`config.mk`:
```
export PLATFORM = sky130hd
export DESIGN_NAME = muldiv_unit
export DESIGN_NICKNAME = d
export VERILOG_FILES = /design/src/rtl/muldiv_pkg.sv /design/src/rtl/muldiv_div_core.sv /design/src/rtl/muldiv_unit.sv
export SDC_FILE = /design/constraint.sdc
export NUM_CORES = 2
export LEC_CHECK = 0
export BUFFER_PORTS_ARGS = -buffer_cell sky130_fd_sc_hd__buf_2
export CAP_MARGIN = 20
export CELL_PAD_IN_SITES_DETAIL_PLACEMENT = 0
export CELL_PAD_IN_SITES_GLOBAL_PLACEMENT = 1
export CORE_MARGIN = 3
export CORE_UTILIZATION = 45
export CTS_CLUSTER_DIAMETER = 150
export DETAILED_ROUTE_END_ITERATION = 6
export PLACE_DENSITY = 0.72
export SLEW_MARGIN = 40
export SYNTH_ARGS = -nofsm -noshare
export SYNTH_HDL_FRONTEND = slang
export SYNTH_SLANG_ARGS = --single-unit
export TNS_END_PERCENT = 100
```
`constraint.sdc`:
```
create_clock -name clk -period 14.5 [get_ports clk]
set_clock_uncertainty 0.15 [all_clocks]
set_input_delay 2.175 -clock clk [delete_from_list [all_inputs] [get_ports clk]]
set_output_delay 2.175 -clock clk [all_outputs]
set_load 0.05 [all_outputs]
```
`src/rtl/muldiv_pkg.sv`:
```
// -----------------------------------------------------------------------------
// muldiv_pkg
// Shared types and constants for the multi-cycle multiply/divide engine:
//   muldiv_funct_t  - operation selector from the decoder (NCARE = no operation)
//   muldiv_state_t  - FSM state encoding (IDLE, MUL, DIV, FIX, DONE)
//   muldiv_result_t - packed {hi, lo} result written to the HI/LO registers
//   DIV_ITERS       - restoring-divider iteration count (one quotient bit each)
// -----------------------------------------------------------------------------
package muldiv_pkg;

  typedef enum logic [2:0] {
    MULDIV_NCARE = 3'd0,
    MULDIV_MULT  = 3'd1,
    MULDIV_MULTU = 3'd2,
    MULDIV_DIV   = 3'd3,
    MULDIV_DIVU  = 3'd4
  } muldiv_funct_t;

  typedef logic [2:0] muldiv_state_t;

  localparam muldiv_state_t ST_IDLE = 3'd0;
  localparam muldiv_state_t ST_MUL  = 3'd1;
  localparam muldiv_state_t ST_DIV  = 3'd2;
  localparam muldiv_state_t ST_FIX  = 3'd3;
  localparam muldiv_state_t ST_DONE = 3'd4;

  localparam int DIV_ITERS = 32;

  typedef struct packed {
    logic [31:0] hi;
    logic [31:0] lo;
  } muldiv_result_t;

  // States in which an operation is still computing (result not yet available).
  function automatic logic in_flight(input muldiv_state_t s);
    return (s == ST_MUL) || (s == ST_DIV) || (s == ST_FIX);
  endfunction

  // Two's-complement negate when n is set.
  function automatic logic [31:0] negate_if(input logic n, input logic [31:0] v);
    return n ? (~v + 32'd1) : v;
  endfunction

endpackage

```
`src/rtl/muldiv_div_core.sv`:
```
// -----------------------------------------------------------------------------
// muldiv_div_core
// Unsigned 32-bit restoring divider, one quotient bit per step.
//   clk          clock, rising edge
//   reset        synchronous, active-high
//   load_i       capture dividend/divisor, clear the partial remainder
//   step_i       perform one shift/trial-subtract iteration
//   dividend_i   32-bit unsigned dividend
//   divisor_i    32-bit unsigned divisor
//   quotient_o   quotient after 32 steps
//   remainder_o  remainder after 32 steps
// A zero divisor never borrows, so 32 steps yield quotient=FFFFFFFF and
// remainder=dividend, which is the defined divide-by-zero result.
// -----------------------------------------------------------------------------
module muldiv_div_core (
  input  logic        clk,
  input  logic        reset,
  input  logic        load_i,
  input  logic        step_i,
  input  logic [31:0] dividend_i,
  input  logic [31:0] divisor_i,
  output logic [31:0] quotient_o,
  output logic [31:0] remainder_o
);

  logic [31:0] rem_q, rem_d;
  logic [31:0] quo_q, quo_d;
  logic [31:0] dsr_q;
  logic [32:0] partial;
  logic [32:0] trial;

  // The quotient register doubles as the dividend shift register: its MSB
  // feeds the partial remainder while the new quotient bit enters at the LSB.
  always_comb begin
    partial = {rem_q, quo_q[31]};
    trial   = partial - {1'b0, dsr_q};
    rem_d   = rem_q;
    quo_d   = quo_q;
    if (step_i) begin
      if (trial[32]) begin
        rem_d = partial[31:0];
        quo_d = {quo_q[30:0], 1'b0};
      end else begin
        rem_d = trial[31:0];
        quo_d = {quo_q[30:0], 1'b1};
      end
    end
  end

  always_ff @(posedge clk) begin
    if (reset) begin
      rem_q <= '0;
      quo_q <= '0;
      dsr_q <= '0;
    end else if (load_i) begin
      rem_q <= '0;
      quo_q <= dividend_i;
      dsr_q <= divisor_i;
    end else begin
      rem_q <= rem_d;
      quo_q <= quo_d;
    end
  end

  assign quotient_o  = quo_q;
  assign remainder_o = rem_q;

endmodule

```
`src/rtl/muldiv_unit.sv`:
```
// -----------------------------------------------------------------------------
// muldiv_unit
// Multi-cycle MULT/MULTU/DIV/DIVU engine producing the 64-bit {hi,lo} result.
//   clk    clock, rising edge
//   reset  synchronous, active-high; returns to IDLE and clears hi/lo
//   start  launch an operation; accepted only in IDLE or DONE
//   funct  operation selector; MULDIV_NCARE with start is a no-op
//   a, b   $rs / $rt operands, captured on the accepting edge
//   flush  abort any in-flight operation; hi/lo are left untouched
//   busy   registered; high while an accepted op is computing
//   done   one-cycle pulse: hi/lo hold a fresh result this cycle
//   hi     MUL: product[63:32]   DIV: remainder
//   lo     MUL: product[31:0]    DIV: quotient
// Latency from the accepting edge to done: MUL_CYCLES for multiplies, 34 for
// divides (1 operand-conditioning cycle, 32 iterations, 1 sign-fix cycle).
// -----------------------------------------------------------------------------
module muldiv_unit
  import muldiv_pkg::*;
#(
  parameter int MUL_CYCLES = 3
) (
  input  logic          clk,
  input  logic          reset,
  input  logic          start,
  input  muldiv_funct_t funct,
  input  logic [31:0]   a,
  input  logic [31:0]   b,
  input  logic          flush,
  output logic          busy,
  output logic          done,
  output logic [31:0]   hi,
  output logic [31:0]   lo
);

  localparam logic [5:0] MUL_LOAD = 6'(MUL_CYCLES - 1);
  localparam logic [5:0] DIV_LAST = 6'(DIV_ITERS);

  muldiv_state_t  state_q, state_d;
  logic [5:0]     cnt_q, cnt_d;
  logic           busy_q, busy_d;
  muldiv_result_t res_q;
  logic [63:0]    prod_q;
  logic [31:0]    op_a_q, op_b_q;
  logic           div_signed_q;

  logic           is_mul_op, is_div_op, accept;
  logic           mul_ext;
  logic [63:0]    mul_a, mul_b;
  logic           div_load, div_step;
  logic [31:0]    quo_raw, rem_raw;
  logic           neg_quo, neg_rem;
  logic [31:0]    quo_fix, rem_fix;

  assign is_mul_op = (funct == MULDIV_MULT) || (funct == MULDIV_MULTU);
  assign is_div_op = (funct == MULDIV_DIV)  || (funct == MULDIV_DIVU);
  assign accept    = start && !flush && (is_mul_op || is_div_op) &&
                     ((state_q == ST_IDLE) || (state_q == ST_DONE));

  // Operands extended to 64 bits; the low 64 bits of the product are correct
  // for both signed and unsigned interpretation.
  assign mul_ext = (funct == MULDIV_MULT);
  assign mul_a   = {{32{mul_ext & a[31]}}, a};
  assign mul_b   = {{32{mul_ext & b[31]}}, b};

  always_comb begin
    state_d  = state_q;
    cnt_d    = cnt_q;
    div_load = 1'b0;
    div_step = 1'b0;
    if (flush) begin
      state_d = ST_IDLE;
    end else begin
      case (state_q)
        ST_IDLE, ST_DONE: begin
          if (accept) begin
            state_d = is_mul_op ? ST_MUL : ST_DIV;
            cnt_d   = is_mul_op ? MUL_LOAD : 6'd0;
          end else begin
            state_d = ST_IDLE;
          end
        end
        ST_MUL: begin
          if (cnt_q == 6'd0) state_d = ST_DONE;
          else               cnt_d   = cnt_q - 6'd1;
        end
        ST_DIV: begin
          // First DIV cycle hands the operand magnitudes to the core; the
          // following DIV_ITERS cycles each retire one quotient bit.
          if (cnt_q == 6'd0) begin
            div_load = 1'b1;
            cnt_d    = 6'd1;
          end else begin
            div_step = 1'b1;
            if (cnt_q == DIV_LAST) state_d = ST_FIX;
            else                   cnt_d   = cnt_q + 6'd1;
          end
        end
        ST_FIX:  state_d = ST_DONE;
        default: state_d = ST_IDLE;
      endcase
    end
  end

  // busy stays low on the accepting edge and drops as the result commits.
  assign busy_d = in_flight(state_q) && in_flight(state_d);

  muldiv_div_core u_div_core (
    .clk         (clk),
    .reset       (reset),
    .load_i      (div_load),
    .step_i      (div_step),
    .dividend_i  (negate_if(div_signed_q & op_a_q[31], op_a_q)),
    .divisor_i   (negate_if(div_signed_q & op_b_q[31], op_b_q)),
    .quotient_o  (quo_raw),
    .remainder_o (rem_raw)
  );

  // Quotient sign flips only for a real (non-zero) divisor; the remainder
  // always follows the dividend. 80000000/FFFFFFFF wraps to 80000000.
  assign neg_quo = div_signed_q && (op_a_q[31] ^ op_b_q[31]) && (op_b_q != 32'd0);
  assign neg_rem = div_signed_q && op_a_q[31];
  assign quo_fix = negate_if(neg_quo, quo_raw);
  assign rem_fix = negate_if(neg_rem, rem_raw);

  always_ff @(posedge clk) begin
    if (reset) begin
      state_q      <= ST_IDLE;
      cnt_q        <= '0;
      busy_q       <= 1'b0;
      res_q        <= '0;
      prod_q       <= '0;
      op_a_q       <= '0;
      op_b_q       <= '0;
      div_signed_q <= 1'b0;
    end else begin
      state_q <= state_d;
      cnt_q   <= cnt_d;
      busy_q  <= busy_d;
      if (accept) begin
        op_a_q       <= a;
        op_b_q       <= b;
        div_signed_q <= (funct == MULDIV_DIV);
        if (is_mul_op) prod_q <= mul_a * mul_b;
      end
      // DONE is only entered from MUL or FIX, never under flush.
      if (state_d == ST_DONE) begin
        res_q <= (state_q == ST_MUL) ? muldiv_result_t'(prod_q)
                                     : muldiv_result_t'({rem_fix, quo_fix});
      end
    end
  end

  assign busy = busy_q;
  assign done = (state_q == ST_DONE);
  assign hi   = res_q.hi;
  assign lo   = res_q.lo;

endmodule

```
==> impl_metrics.json <==
{
  "worstSetupEndpointType": "register",
  "initial_utilization": 0.454,
  "clock_path_buffers": 3,
  "cp_slowest_cell": "fa_1",
  "drtIter0Drc": 2997,
  "grt_pass1_vias": 44000,
  "antenna_left": 0,
  "drtPass1Iterations": 5,
  "overflow": 0,
  "cp_max_fo": 13,
  "syn_to_final_growth_pct": 5.22,
  "synth-compound-area-share": 0.0937,
  "rsz0062_at_grt": "false",
  "crit_start": "funct[2]",
  "synth_adder_area_share": 0.478,
  "critPathMostFrequentCell": "fa_1",
  "clkLatencyLatePin_ns": 0.59,
  "synth_nets": 7740,
  "ios": 137,
  "cts-root-buf": "clkbuf_16",
  "core-area_mm2": 0.118,
  "synthDistinctLibCells": 84,
  "grt_antenna_before_repair": 12,
  "critical_path_required_ns": 14.85,
  "hold_class": "reg -> reg",
  "clock-sinks": 299,
  "muxShareOfSynthArea": 0.000560,
  "max_cap_viol_count": 0,
  "setup_viol": 0,
  "synth_area_mm2": 0.0537,
  "via_count": 42000,
  "dp_hpwl_um": 123000,
  "status": "completed",
  "grt_max_degree": 116,
  "gp_congestion": 0.904,
  "slew_viol_final": 0,
  "grtUsageTotal": 0.278,
  "htreeDepth": 1,
  "netlist_instances": 6293,
  "synth_edf_count": 0,
  "ys_ff_latch": 299,
  "tightest_slew_ns": 0.849,
  "routedWlPerCell_um": 21.8,
  "yosys.area_share.simple": 0.169,
  "synthFlopType": "dfxtp_1",
  "start_kind": "input port",
  "cts_buffers": 31,
  "slowest_delay_ns": 0.65,
  "io_buffers": 136,
  "via_per_inst": 5.45,
  "ys_warn_count": 0,
  "nets": 7600,
  "grt_pass1_wl_um": 263000,
  "fmax_mhz": 91.3,
  "core.rowCount": 126,
  "setup.worst_path.class": "in -> reg",
  "r2r_cells": 15,
  "final-hold-violation-count": 0,
  "wirelength_um": 168000,
  "hold_buffers": 0,
  "hold_depth": 2,
  "postCtsResizedCells": 0,
  "maxSlewHeadroom": 0.434,
  "synth_top_family_by_area": "adder cells",
  "die_w_um": 351,
  "async_reset_ff_frac": 0,
  "syn-mean-instance-area_um2": 8.53,
  "timing.hold.ws_ns": 0.300,
  "synth-xor-area-share": 0.0356,
  "cts.reportedPaths.clkPinSlew_ns": 0.06,
  "drc": 0,
  "tns_ns": 0,
  "r2r_start": "u_div_core.quotient_o[31]",
  "period_minus_slack_ns": 10.95,
  "period_share": 0.755,
  "synth.yosys.seq_area_share": 0.112,
  "cts_tree": "built",
  "drive_gt1_frac": 0.0526,
  "post_cts.repair.setup_buffers": 0,
  "fp.dieH_um": 351,
  "cp.arrival_ns": 11.30,
  "fp.dieArea_mm2": 0.123,
  "hp-start": "hi[5]"
}
-- stage by stage --
step / cells / setup slack, ns / utilization / area (µm²)
6_report: 7717 / 3.55 / 0.477 / 56500
2_1_floorplan: 6293 / 4.67 / - / 53700
3_5_place_dp: 7656 / 3.12 / 0.469 / 55400
3_3_place_gp: 7654 / 3.28 / 0.468 / 55300
4_1_cts: 7714 / 3.74 / 0.477 / 56400
5_1_grt: 7714 / 3.24 / 0.477 / 56400
-- placed cells by master (no fill, tap or decap), types with 28 or more instances in the layout --
cell type,netlist,layout
a211oi_1,116,116
a21o_1,61,61
a21oi_1,321,321
a31oi_1,53,53
and2_1,316,315
buf_2,7,121
buf_4,4,87
clkbuf_16,0,31
dfxtp_1,299,299
fa_1,1126,1126
ha_1,250,250
inv_1,1177,1177
nand2_1,1140,1138
nand3_1,61,61
nor2_1,317,313
nor3_1,52,51
o21ai_0,86,86
o31ai_1,29,28
xnor2_1,144,144
xor2_1,72,71
-- final timing paths --
| check | to | slack (ns) |
|---|---|---|
| min | hi[5] | 0.30 |
| max | prod_q[56] | 3.55 |
| min reg2reg | hi[5] | 0.30 |
| max reg2reg | u_div_core.remainder_o[7] | 10.43 |
-- logic make-up after synthesis --
kind of cell / count (synthesis)
AND/OR/NAND/NOR: 2039
buffers and inverters: 1562
multiplexers: 3
adder cells (fa/ha/maj): 1376
flip-flops: 299
AO/OA/AOI/OAI: 797
XOR/XNOR: 217
-- state kept, by name (all words and copies together), names as in the netlist --
name                    cells
busy                        1
cnt_q                       6
div_signed_q                1
hi                         32
lo                         32
op_a_q                     32
op_b_q                     32
prod_q                     64
state_q                     3
u_div_core.dsr_q           32
u_div_core.quotient_o      32
u_div_core.remainder_o     32
-- worst max-delay path: cells and delay by family --
kind / cells / cell delay [ns]
compound gates: 3 / 0.56
fa+ha+maj: 9 / 4.58
buf+inv: 4 / 0.80
simple gates: 9 / 3.15
-- routing by layer --
metal / GRT usage / share of wire / up-vias
met5: 0 / 0 / -
met4: 0.0551 / 0.021 / 0
met3: 0.0407 / 0.076 / 196
met2: 0.445 / 0.45 / 1357
met1: 0.404 / 0.45 / 21600
li1: - / - / 18900
-- area by class of cell --
class                      count  area (µm²)
tap                         1536        1920
clock inverter                12        97.6
timing repair buffer         212        1310
clock buffer                  46         922
antenna                        3        7.51
inverter                    1177        4420
fill                       11700       61800
multi-input combinational   4432       41800
sequential                   299        5990
-- cells in the mapped netlist (17+ instances only) --
| library cell | n | area, µm² |
|---|---|---|
| a211oi_1 | 116 | 871 |
| a21o_1 | 61 | 458 |
| a21oi_1 | 321 | 1610 |
| a31oi_1 | 53 | 332 |
| and2_1 | 316 | 1980 |
| and3_1 | 27 | 169 |
| clkbuf_1 | 357 | 1340 |
| dfxtp_1 | 299 | 5990 |
| fa_1 | 1126 | 22500 |
| ha_1 | 250 | 3130 |
| inv_1 | 1177 | 4420 |
| nand2_1 | 1140 | 4280 |
| nand2b_1 | 21 | 131 |
| nand3_1 | 61 | 305 |
| nor2_1 | 317 | 1190 |
| nor3_1 | 52 | 260 |
| nor4_1 | 21 | 131 |
| o211ai_1 | 18 | 135 |
| o21ai_0 | 86 | 430 |
| o21bai_1 | 17 | 128 |
| o31ai_1 | 29 | 218 |
| xnor2_1 | 144 | 1260 |
| xor2_1 | 72 | 631 |
Power is left out: the tool's default activity adds up to more than one toggle a clock period on the data nets, which glitch-free logic cannot reach.
